`config.mk`:
```
export PLATFORM = sky130hd
export DESIGN_NAME = dmem_arbiter
export DESIGN_NICKNAME = d
export VERILOG_FILES = /design/src/rtl/dmem_arbiter.sv
export SDC_FILE = /design/constraint.sdc
export NUM_CORES = 1
export LEC_CHECK = 0
export ABC_AREA = 1
export CAP_MARGIN = 20
export CORE_ASPECT_RATIO = 2
export CORE_MARGIN = 10
export CORE_UTILIZATION = 41
export CTS_BUF_LIST = sky130_fd_sc_hd__clkbuf_4 sky130_fd_sc_hd__clkbuf_8
export CTS_CLUSTER_DIAMETER = 40
export CTS_CLUSTER_SIZE = 8
export DETAILED_ROUTE_END_ITERATION = 8
export PLACE_DENSITY = 0.94
export REMOVE_ABC_BUFFERS = 1
export SLEW_MARGIN = 20
export SYNTH_ARGS = -nofsm -noshare
export SYNTH_HDL_FRONTEND = slang
export SYNTH_SLANG_ARGS = --single-unit
```
`constraint.sdc`:
```
create_clock -name clk -period 2.05 [get_ports clk]
set_clock_uncertainty 0.2 [all_clocks]
set_input_delay 0.41 -clock clk [delete_from_list [all_inputs] [get_ports clk]]
set_output_delay 0.41 -clock clk [all_outputs]
set_load 0.01 [all_outputs]
```
`src/rtl/dmem_arbiter.sv`:
```
// dmem_arbiter
//
// Shares one data-memory port between the CPU data side and a debug/loader
// master. Every access runs IDLE -> ACCESS -> RESP: the winner's request is
// latched in IDLE, driven to memory in ACCESS, and acknowledged in RESP.
// Ties are broken round-robin. dbg_lock reserves the port for the debug master.
// A saturating counter records how many cycles the CPU spent stalled.
//
// Ports
//   clk, rst        clock, synchronous active-high reset
//   cpu_*           CPU request/response (req held until ack)
//   cpu_stall       cpu_req & ~cpu_ack
//   dbg_*           debug master request/response, same protocol as cpu_*
//   dbg_lock        grant only the debug master while high (sampled in IDLE)
//   mem_*           data-memory port; mem_rdata is combinational from mem_addr
//   owner           00 none, 01 CPU, 10 debug
//   cpu_wait_cnt    saturating count of CPU stall cycles
module dmem_arbiter #(
  parameter int unsigned AW = 32,
  parameter int unsigned DW = 32,
  parameter int unsigned CW = 16
) (
  input  logic          clk,
  input  logic          rst,

  input  logic          cpu_req,
  input  logic          cpu_we,
  input  logic [AW-1:0] cpu_addr,
  input  logic [DW-1:0] cpu_wdata,
  output logic [DW-1:0] cpu_rdata,
  output logic          cpu_ack,
  output logic          cpu_stall,

  input  logic          dbg_req,
  input  logic          dbg_we,
  input  logic [AW-1:0] dbg_addr,
  input  logic [DW-1:0] dbg_wdata,
  output logic [DW-1:0] dbg_rdata,
  output logic          dbg_ack,
  input  logic          dbg_lock,

  output logic          mem_we,
  output logic [AW-1:0] mem_addr,
  output logic [DW-1:0] mem_wdata,
  input  logic [DW-1:0] mem_rdata,

  output logic [1:0]    owner,
  output logic [CW-1:0] cpu_wait_cnt
);

  typedef enum logic [1:0] {StIdle, StAccess, StResp} state_e;

  state_e          state_q, state_d;
  logic            win_dbg_q, win_dbg_d;     // winner of the access in flight
  logic            last_dbg_q, last_dbg_d;   // last grant went to debug
  logic            we_q, we_d;
  logic [AW-1:0]   addr_q, addr_d;
  logic [DW-1:0]   wdata_q, wdata_d;
  logic [DW-1:0]   cpu_rdata_q, cpu_rdata_d;
  logic [DW-1:0]   dbg_rdata_q, dbg_rdata_d;
  logic [CW-1:0]   wait_q, wait_d;

  logic            grant_cpu, grant_dbg;

  // Arbitration decision, only consumed in IDLE.
  always_comb begin
    grant_cpu = 1'b0;
    grant_dbg = 1'b0;
    if (dbg_lock) begin
      grant_dbg = dbg_req;
    end else if (cpu_req && dbg_req) begin
      // Tie: serve whichever port was not granted last.
      if (last_dbg_q) begin
        grant_cpu = 1'b1;
      end else begin
        grant_dbg = 1'b1;
      end
    end else begin
      grant_cpu = cpu_req;
      grant_dbg = dbg_req;
    end
  end

  // Next-state logic.
  always_comb begin
    state_d     = state_q;
    win_dbg_d   = win_dbg_q;
    last_dbg_d  = last_dbg_q;
    we_d        = we_q;
    addr_d      = addr_q;
    wdata_d     = wdata_q;
    cpu_rdata_d = cpu_rdata_q;
    dbg_rdata_d = dbg_rdata_q;

    case (state_q)
      StIdle: begin
        if (grant_cpu) begin
          win_dbg_d  = 1'b0;
          last_dbg_d = 1'b0;
          we_d       = cpu_we;
          addr_d     = cpu_addr;
          wdata_d    = cpu_wdata;
          state_d    = StAccess;
        end else if (grant_dbg) begin
          win_dbg_d  = 1'b1;
          last_dbg_d = 1'b1;
          we_d       = dbg_we;
          addr_d     = dbg_addr;
          wdata_d    = dbg_wdata;
          state_d    = StAccess;
        end
      end
      StAccess: begin
        // Read data is only captured for reads so rdata holds across writes.
        if (!we_q) begin
          if (win_dbg_q) begin
            dbg_rdata_d = mem_rdata;
          end else begin
            cpu_rdata_d = mem_rdata;
          end
        end
        state_d = StResp;
      end
      StResp: begin
        state_d = StIdle;
      end
      default: begin
        state_d = StIdle;
      end
    endcase
  end

  // Outputs. rst gates the strobes so a reset landing in ACCESS or RESP
  // suppresses the write or ack in that same cycle.
  always_comb begin
    mem_we    = (state_q == StAccess) && we_q && !rst;
    mem_addr  = {addr_q[AW-1:2], 2'b00};
    mem_wdata = wdata_q;
    cpu_ack   = (state_q == StResp) && !win_dbg_q && !rst;
    dbg_ack   = (state_q == StResp) && win_dbg_q && !rst;
    cpu_stall = cpu_req && !cpu_ack;
    cpu_rdata = cpu_rdata_q;
    dbg_rdata = dbg_rdata_q;
    cpu_wait_cnt = wait_q;
    if (state_q == StIdle) begin
      owner = 2'b00;
    end else begin
      owner = win_dbg_q ? 2'b10 : 2'b01;
    end
  end

  // Saturating stall counter.
  always_comb begin
    wait_d = wait_q;
    if (cpu_stall && (wait_q != {CW{1'b1}})) begin
      wait_d = wait_q + {{(CW-1){1'b0}}, 1'b1};
    end
  end

  always_ff @(posedge clk) begin
    if (rst) begin
      state_q     <= StIdle;
      win_dbg_q   <= 1'b0;
      last_dbg_q  <= 1'b1;  // first tie after reset goes to the CPU
      we_q        <= 1'b0;
      addr_q      <= '0;
      wdata_q     <= '0;
      cpu_rdata_q <= '0;
      dbg_rdata_q <= '0;
      wait_q      <= '0;
    end else begin
      state_q     <= state_d;
      win_dbg_q   <= win_dbg_d;
      last_dbg_q  <= last_dbg_d;
      we_q        <= we_d;
      addr_q      <= addr_d;
      wdata_q     <= wdata_d;
      cpu_rdata_q <= cpu_rdata_d;
      dbg_rdata_q <= dbg_rdata_d;
      wait_q      <= wait_d;
    end
  end

endmodule

```
==> impl_results.md, run 1 <==
- Crit path from: addr_q[23]
- I/O Pins: 317
- Seq pwr share: 0.435
- Routability cong.: 0.910
- Vias per Instance: 5.15
- Largest net degree at the start of global routing: 99
- Post-synthesis sequential area ratio: 0.482
- First-pass GRT wire length: 36,800 µm
- Fin crit period: 2000 ps
- Crit-path max FO: 2
- Input/output buffers: 310
- Tcrit/Tclk final: 0.974
- Max-cap viol count: 0
- RSZ-0062 raised after global routing: no
- Combinational share of power: 0.228
- Mapped cell area: 6100 µm²
- Clock transition at path regs: 90 ps
- ANT nets after route: 0
- Drt wl/cell: 18.1 µm
- Clock tree sinks: 147
- Most frequent cells in the layout: clkdlybuf4s50_1 (284), nor2_1 (155), dfxtp_1 (137)
- Reg2Reg Setup Slack: 230 ps
- DR iter-0 viols: 264
- Peak supply drop: 0.573 mV
- Post-CTS Hold Buffers: 0
- Crit-path max cell delay: 600 ps
- Clk buf depth: 2
- Die Y: 193 µm
- Post-placement cell count: 1,295
- Total gr overflow: 0
- Crit path DAT: 1390 ps
- Critical path, cell by cell: clkdlybuf4s50_1
- WP buf/inv: 1
- Routed vias: 6,830
- CTS tree: done
- DIE WIDTH: 106 µm
- FP Rows: 63
- Crit path launch type: register
- Fillcell total: 1,083
- Final slew viol count: 0
- Yosys reg bits: 147
- Post-CTS setup buffer count: 0
- Initial Util: 0.414
- Worst r2r dst: cpu_wait_cnt[15]
- Slowest cell on the critical path: clkdlybuf4s50_1
- # DRC: 0
- Crit path capture type: output port
- Root buffer cell: clkbuf_8
- Final setup viols: 0
- Library cells used by synthesis: 32
- First-pass DRT Iterations: 5
- Cts bufs inserted: 17
- Placed wire-length estimate: 18,200 µm
- Total Wirelength: 24,000 µm
- Setup crit end: mem_addr[23]
- Status: finished clean
- Pint: 5.32 mW
- Final hold vios: 0
- Commonest non-fill, non-tap cell in the layout: clkdlybuf4s50_1
- Yosys warns: 0
- Clk_lat worst skew: 450 ps
- Synthesized instance count: 823
- Vias in the first global route: 6,953
- Die area: 20,500 µm²
- GRT Util Overall: 0.225
- Final std cells w/o fill: 1,327
- Switching Share: 0.278
- PwrDens: 745 nW/µm²
- Placement Setup Slack: -439 ps
- Leak pwr: 3.96 nW
- NetSw: 2.05 mW
- Delay-heaviest family, CP: buffers and inverters
- CP Class: reg -> out
- Reg-to-Reg Start: cpu_wait_cnt[1]
- Setup slack after layout: 53.2 ps
- Mean Syn Cell Area: 7.42 µm²
- Max frequency: 501 MHz
- CTS H-tree lvls: 4
- Clk pwr share: 0.337
- WP depth: 1
- R2R cell count: 9
- Area grow syn2layout: 62.0%
- Hold Path Class: reg -> reg
- Share of cells above drive strength 1: 0.0955
- Initial antenna violation count: 1
- Fin nets: 1,287
- Total core area: 14,700 µm²
- Worst Path Required: 1440 ps
==> registers in the layout, summed over array words and instances (netlist names) <==
signal,count
addr_q,30
cpu_rdata,32
cpu_wait_cnt,16
dbg_rdata,32
last_dbg_q,1
mem_wdata,32
state_q,2
we_q,1
win_dbg_q,1
==> cells by family after synthesis <==
logic type / after synthesis / share of synthesized area
AOI/OAI and AO/OA: 271 / 0.230
and+or+nand+nor: 313 / 0.210
buffers and inverters: 85 / 0.0676
other: 1 / 0.000614
xor gates and xnor gates: 5 / 0.00717
DFF: 147 / 0.482
adders and majority gates: 1 / 0.00205
==> Yosys cell counts <==
master,n,share of area
a21oi_1,129,0.11
a21oi_2,10,0.014
buf_12,1,0.0033
buf_2,24,0.020
buf_4,7,0.0086
buf_6,2,0.0037
clkbuf_1,22,0.014
clkbuf_2,3,0.0025
clkinv_1,2,0.0012
conb_1,1,0.00061
dfxtp_1,147,0.48
ha_1,1,0.0020
inv_1,19,0.012
inv_2,4,0.0025
inv_4,1,0.0010
nand2_1,122,0.075
nand2_2,8,0.0082
nand2_4,1,0.0018
nand3_1,10,0.0082
nand3_4,1,0.0029
nand3b_1,1,0.0012
nand4_1,6,0.0061
nor2_1,156,0.096
nor2_2,5,0.0051
nor2_4,3,0.0055
o211ai_1,1,0.0012
o21ai_0,120,0.098
o21ai_1,9,0.0074
o21ai_2,1,0.0014
o21bai_2,1,0.0018
xnor2_1,2,0.0029
xor2_1,3,0.0043
==> power groups by stage <==
stage	combinational, mW	sequential (mW)	clock [mW]
2_1_floorplan	0.513	3.36	0
3_3_place_gp	1.65	3.25	0
3_5_place_dp	1.69	3.27	0
4_1_cts	1.69	3.20	2.53
5_1_grt	1.83	3.23	2.64
6_report	1.68	3.21	2.48
==> cell type report <==
cell class                      count  area (µm²)  area share
Timing Repair Buffer              335        3390       0.343
Sequential cell                   147        2960       0.299
Multi-Input combinational cell    592        2770       0.280
Tap cell                          195         244      0.0247
Clock buffer                       18         241      0.0244
Clock inverter                     13         185      0.0187
Inverter                           26         100      0.0101
Antenna cell                        1        2.50    0.000253
==> what timing repair did <==
item	CTS	global route
endpoints found under the hold margin	0	0
resized for setup	35	14
pin swaps	0	1
gates cloned	0	0
setup endpoints to repair	20	10
==> how the worst min path moves through the flow <==
stage                     depth (start not counted)  slack, ps     startpoint       endpoint
after floorplan                                   2        240     state_q[0]     state_q[1]
after global placement                            2        250     state_q[0]     state_q[1]
after detailed placement                          2        260     state_q[0]     state_q[1]
after CTS                                         3        280  dbg_wdata[23]  mem_wdata[23]
after global routing                              3        290   dbg_wdata[2]   mem_wdata[2]
final                                             2        280  dbg_rdata[23]  dbg_rdata[23]
==> per-layer routing <==
layer / GRT usage / up-vias / part of all wire
li1: - / 3302 / -
met1: 0.222 / 3155 / 0.35
met2: 0.402 / 311 / 0.53
met3: 0.0759 / 62 / 0.080
met4: 0.125 / 0 / 0.044
met5: 0 / - / 0
==> stage by stage <==
step	setup TNS (ps)	instance area [µm²]	hold WS [ps]	power [mW]	util
2_1_floorplan	-77250	5800	239	3.87	-
3_3_place_gp	-24820	9470	254	4.90	0.642
3_5_place_dp	-28460	9470	263	4.96	0.642
4_1_cts	0	9890	279	7.43	0.671
5_1_grt	0	9890	295	7.70	0.671
6_report	0	9890	284	7.37	0.671
==> tightest hold or removal path, delay by kind of cell (launching register included) <==
kind	cells	cell delay [ps]
DFF	1	330
and+or+nand+nor	2	120
Note: power is estimated with default switching activity, not from simulation.
==> run 2, diff against run 1 <==
--- a/config.mk
+++ b/config.mk
@@ -16,6 +16,7 @@
 export DETAILED_ROUTE_END_ITERATION = 8
 export PLACE_DENSITY = 0.94
 export REMOVE_ABC_BUFFERS = 1
+export SETUP_SLACK_MARGIN = 0.02
 export SLEW_MARGIN = 20
 export SYNTH_ARGS = -nofsm -noshare
 export SYNTH_HDL_FRONTEND = slang
==> constraint.sdc (replaced) <==
create_clock -name clk -period 2.05 [get_ports clk]
set_clock_uncertainty 0.2 [all_clocks]
set_input_delay 0.205 -clock clk [delete_from_list [all_inputs] [get_ports clk]]
set_output_delay 0.205 -clock clk [all_outputs]
set_load 0.01 [all_outputs]
==> run 2 against run 1 <==
  * Hold slack worse by 190 ps
  * Largest cell class unchanged
  * Cell count hardly changed
  * Combinational power hardly changed
  * Core utilization is 0.63 points lower
==> impl_results.md, run 2 (synthesis gave the netlist of run 1 again) <==
- Total power: 7.03 mW (-4.5%)
- Die Y: 193 µm (unchanged)
- Delay-heaviest family, CP: buffers and inverters
- Final hold vios: 0 (unchanged)
- Routability cong.: 0.887 (-2.5%)
- Seq pwr share: 0.456 (+0.021)
- Vias in the first global route: 7,059 (+1.5%)
- CTS H-tree lvls: 4 (unchanged)
- Max-cap viol count: 0 (unchanged)
- Total Wirelength: 23,900 µm (-0.53%)
- WHS Path Cells: 3 (+1)
- PwrDens: 718 nW/µm² (-3.6%)
- Post-CTS Hold Buffers: 0 (unchanged)
- Worst r2r dst: cpu_wait_cnt[15]
- Peak supply drop: 0.490 mV (-15%)
- Vias per Instance: 5.21 (+1.3%)
- NetSw: 2.08 mW (+1.4%)
- Clk buf depth: 2 (unchanged)
- Post-CTS setup buffer count: 0 (unchanged)
- Commonest non-fill, non-tap cell in the layout: clkdlybuf4s50_1
- Area grow syn2layout: 60.5%
- ANT nets after route: 0 (unchanged)
- Critical path, cell by cell: clkdlybuf4s50_1
- Largest net degree at the start of global routing: 67 (-32%)
- Crit-path max FO: 6 (+4)
- Final setup viols: 0 (unchanged)
- Reg2Reg Setup Slack: 250 ps (+20 ps)
- CP Class: reg -> out
- I/O Pins: 317 (unchanged)
- Crit path capture type: output port
- RSZ-0062 raised after global routing: no
- Clk_lat worst skew: 450 ps (about the same)
- Initial Util: 0.414 (unchanged)
- WP buf/inv: 1 (unchanged)
- Max frequency: 511 MHz (+2.0%)
- DIE WIDTH: 106 µm (unchanged)
- CTS tree: done
- Final std cells w/o fill: 1,326 (-0.075%)
- Die area: 20,500 µm² (unchanged)
- Crit path launch type: register
- Clk pwr share: 0.307 (-0.030)
- Input/output buffers: 310 (unchanged)
- Crit path from: cpu_wait_cnt[9]
- Most frequent cells in the layout: clkdlybuf4s50_1 (304), nor2_1 (156), dfxtp_1 (145)
- Core Util, Final: 0.665 (-0.00628)
- Total core area: 14,700 µm² (unchanged)
- Crit-path max cell delay: 600 ps (about the same)
- # DRC: 0 (unchanged)
- Share of cells above drive strength 1: 0.0831 (-0.0124)
- Slowest cell on the critical path: clkdlybuf4s50_1
- Status: finished clean
- First-pass GRT wire length: 36,900 µm (+0.41%)
- Routed vias: 6,912 (+1.2%)
- Placed wire-length estimate: 18,300 µm (+0.78%)
- Switching Share: 0.295 (+0.0172)
- Clock tree sinks: 147 (unchanged)
- Reg-to-Reg Start: cpu_wait_cnt[0]
- Setup slack after layout: 93.2 ps (+40.0 ps)
- Post-placement cell count: 1,295 (unchanged)
- Hold Path Sink: addr_q[14]
- Diodes inserted: 0 (-1)
- Clock transition at path regs: 90 ps (about the same)
- Leak pwr: 3.78 nW (-4.6%)
- R2R cell count: 9 (unchanged)
- Initial antenna violation count: 1 (unchanged)
- First-pass DRT Iterations: 6 (+1)
- Cts bufs inserted: 17 (unchanged)
- Worst Path Required: 1640 ps (+200 ps)
- Drt wl/cell: 18.0 µm (-0.45%)
- FP Rows: 63 (unchanged)
- Combinational share of power: 0.237 (+0.009)
- Fin crit period: 1960 ps (-40.0 ps)
- Crit path DAT: 1550 ps (+160 ps)
- GRT Util Overall: 0.227 (+0.00192)
- Root buffer cell: clkbuf_8
- Worst Hold Launch: dbg_addr[14]
- Final slew viol count: 0 (unchanged)
- Tcrit/Tclk final: 0.955 (-0.0195)
- DR iter-0 viols: 390 (+48%)
- Placement Setup Slack: -80.6 ps (+359 ps)
- Hold Path Class: in -> reg
- Hold slack: 95.0 ps (-189 ps)
- Total gr overflow: 0 (unchanged)
- WP depth: 1 (unchanged)
- Pint: 4.96 mW (-6.8%)
- Fin nets: 1,287 (unchanged)
[run 2: changes by cell type in the layout (fill, tap and decap cells not counted), moves of 3 or more]
cell,delta
bufinv_16,-3
clkdlybuf4s50_1,+20
dlymetal6s2s_1,-5
dfxtp_1,+8
dfxtp_2,-8
dlygate4sd2_1,-10
[run 2: final cells by class]
cell class                 count  area (µm²)
timing repair buffer         335        3380
multi-input combinational    592        2770
fill                        1125        4940
tap                          195         244
clock buffer                  19         249
sequential                   147        2950
clock inverter                12         110
inverter                      26         100
[run 2: worst min-delay path, delay by kind of cell]
kind | cells | cell delay (ps)
simple gates | 1 | 60
compound gates | 1 | 60
buf+inv | 1 | 390
[run 2: layer usage]
metal | vias up | track usage | part of all wire
li1 | 3295 | - | -
met1 | 3199 | 0.216 | 0.34
met2 | 336 | 0.406 | 0.52
met3 | 80 | 0.0783 | 0.083
met4 | 2 | 0.141 | 0.054
met5 | - | 0 | 0.00054
[run 2: per-stage QoR]
step                      instance area (µm²)  setup TNS (ps)
after floorplan                          5800          -63720
after global placement                   9440           -36.6
after detailed placement                 9440            -246
after CTS                                9800               0
after global routing                     9800               0
final                                    9800               0
[run 2: power groups by stage]
stage | clock [mW] | sequential (mW) | combinational (mW)
2_1_floorplan | 0 | 3.36 | 0.513
3_3_place_gp | 0 | 3.26 | 1.63
3_5_place_dp | 0 | 3.27 | 1.67
4_1_cts | 2.20 | 3.21 | 1.68
5_1_grt | 2.30 | 3.23 | 1.81
6_report | 2.16 | 3.21 | 1.67
[run 2: what timing repair did]
item,CTS,global route
resized for setup,9,0
setup endpoints to repair,6,0
hold endpoints to repair,0,0
[run 2: worst max path at each step]
| stage | end | slack [ps] |
|---|---|---|
| 6_report | cpu_wait_cnt[9] | 90 |
| 5_1_grt | cpu_wait_cnt[12] | 30 |
| 4_1_cts | cpu_wait_cnt[12] | 70 |
| 3_5_place_dp | cpu_ack | -80 |
| 3_3_place_gp | cpu_ack | -40 |
| 2_1_floorplan | addr_q[11] | -990 |
==> run 3, diff against run 2 <==
--- a/config.mk
+++ b/config.mk
@@ -14,6 +14,7 @@
 export CTS_CLUSTER_DIAMETER = 40
 export CTS_CLUSTER_SIZE = 8
 export DETAILED_ROUTE_END_ITERATION = 8
+export MAX_ROUTING_LAYER = met4
 export PLACE_DENSITY = 0.94
 export REMOVE_ABC_BUFFERS = 1
 export SETUP_SLACK_MARGIN = 0.02
==> constraint.sdc (replaced) <==
create_clock -name clk -period 2.2 [get_ports clk]
set_clock_uncertainty 0.2 [all_clocks]
set_input_delay 0.22 -clock clk [delete_from_list [all_inputs] [get_ports clk]]
set_output_delay 0.22 -clock clk [all_outputs]
set_load 0.01 [all_outputs]
==> run 3 against run 2 <==
  * Clock power decreased by 2%
  * Cell count down 0.45%
  * Register-to-register slack gained 120 ps
  * Non-clock buffer count shrank 7
  * Die area is the same
  * Sequential power shrank 6.9%
  * Largest cell class unchanged
==> impl_results.md, run 3 (synthesis gave the netlist of run 1 again) <==
- Status: finished clean
- CP Class: reg -> out
- Worst-Margin Slew: 524 ps
- Crit-path max cell delay: 550 ps (-50 ps)
- Fin crit period: 2090 ps
- I/O Pins: 317 (unchanged)
- Placed wire-length estimate: 17,900 µm (-2.5%)
- Total Wirelength: 23,600 µm (-1.3%)
- Initial Util: 0.414 (unchanged)
- Most frequent cells in the layout: clkdlybuf4s50_1 (308), nor2_1 (156), dfxtp_1 (146)
- Post-CTS setup buffer count: 0 (unchanged)
- # DRC: 0 (unchanged)
- Max transition margin: 0.651
- Critical path, cell by cell: inv_2 > nand2_1 > inv_2 > nor2_1 > clkdlybuf4s50_1
- Largest net degree at the start of global routing: 134 (+100%)
- Crit-path max FO: 3 (-3)
- Worst Path Required: 1780 ps (+140 ps)
- Tcrit/Tclk final: 0.950
- FP Rows: 63 (unchanged)
- Post-placement cell count: 1,288 (-0.54%)
- Fillcell total: 1,128 (+0.27%)
- Hold Path Class: in -> reg
- Crit path launch type: register
- Final slew viol count: 0 (unchanged)
- First-pass GRT wire length: 36,400 µm (-1.5%)
- Routability cong.: 0.869 (-2.1%)
- Clock transition at path regs: 90 ps (about the same)
- Share of cells above drive strength 1: 0.0773 (-0.00578)
- Final std cells w/o fill: 1,320 (-0.45%)
- Peak supply drop: 0.420 mV (-14%)
- Slowest cell on the critical path: clkdlybuf4s50_1
- Total core area: 14,700 µm² (unchanged)
- Placement Setup Slack: 68.3 ps (+149 ps)
- Post-CTS Hold Buffers: 0 (unchanged)
- Root buffer cell: clkbuf_8
- Area grow syn2layout: 60.2%
- Clk_lat worst skew: 440 ps (about the same)
- Vias per Instance: 5.14 (-1.5%)
- Cts bufs inserted: 17 (unchanged)
- Fin nets: 1,280 (-0.54%)
- First-pass DRT Iterations: 5 (-1)
- Most frequent CP cell: inv_2
- DR iter-0 viols: 372 (-4.6%)
- Clock tree sinks: 147 (unchanged)
- Max-cap viol count: 0 (unchanged)
- Commonest non-fill, non-tap cell in the layout: clkdlybuf4s50_1
- Hold slack: 118 ps (+22.6 ps)
- Setup slack after layout: 110 ps (+17.2 ps)
- Input/output buffers: 310 (unchanged)
- Initial antenna violation count: 0 (-1)
- Total power: 6.64 mW (-5.6%)
- DIE WIDTH: 106 µm (unchanged)
- Vias in the first global route: 7,047 (-0.17%)
- Crit path DAT: 1670 ps (+120 ps)
- TNS Setup: 0 ps (unchanged)
- Die area: 20,500 µm² (unchanged)
- Crit path capture type: output port
- CTS H-tree lvls: 4 (unchanged)
- Leak pwr: 3.76 nW (-0.55%)
- Max frequency: 479 MHz
- RSZ-0062 raised after global routing: no
- Drt wl/cell: 17.9 µm (-0.85%)
- Routed vias: 6,780 (-1.9%)
- ANT nets after route: 0 (unchanged)
- Final setup viols: 0 (unchanged)
- Total gr overflow: 0 (unchanged)
- Diodes inserted: 0 (unchanged)
- GRT Util Overall: 0.229 (+0.00250)
- Final hold vios: 0 (unchanged)
- Clk buf depth: 2 (unchanged)
- CTS tree: done
- Die Y: 193 µm (unchanged)
- PwrDens: 679 nW/µm² (-5.4%)
## run 3: timing repair
action	CTS	global route
gates resized for setup	1	2
pin swaps	0	0
endpoints found under the setup margin	1	4
## run 3: area by class of cell
type                       count  area (µm²)  area share
sequential                   147        2940       0.301
multi-input combinational    592        2760       0.283
inverter                      26         100      0.0102
tap                          195         244      0.0250
clock buffer                  20         269      0.0275
timing repair buffer         328        3330       0.340
clock inverter                12         131      0.0134
## run 3: critical path: cells and delay by family (launching register included)
kind,cells,cell delay (ps)
flip-flops,1,390
buffers and inverters,3,660
AND/OR/NAND/NOR,2,170
## run 3: metal layers
metal	share of wire	global-route usage
met2	0.53	0.403
met4	0.041	0.106
met3	0.075	0.0682
met1	0.35	0.228
met5	0	-
## run 3: final timing paths
| check | start | to | slack, ps | cells after the start |
|---|---|---|---|---|
| worst max-delay path | state_q[1] | owner[0] | 110 | 5 |
| worst max register to register | cpu_wait_cnt[0] | cpu_wait_cnt[15] | 370 | 9 |
| worst min register to register | state_q[0] | state_q[1] | 280 | 2 |
| worst min-delay path | dbg_addr[14] | addr_q[14] | 120 | 3 |
## run 3: power breakdown
part           leakage (nW)  switching [mW]  internal [mW]
Clock                 0.195            1.03           1.08
Combinational          2.36           0.717          0.822
Sequential             1.21           0.115           2.87
## run 3: per-stage QoR
step	util	instance area, µm²
4_1_cts	0.663	9770
5_1_grt	0.663	9780
3_3_place_gp	0.636	9380
2_1_floorplan	-	5800
3_5_place_dp	0.636	9380
6_report	0.663	9780
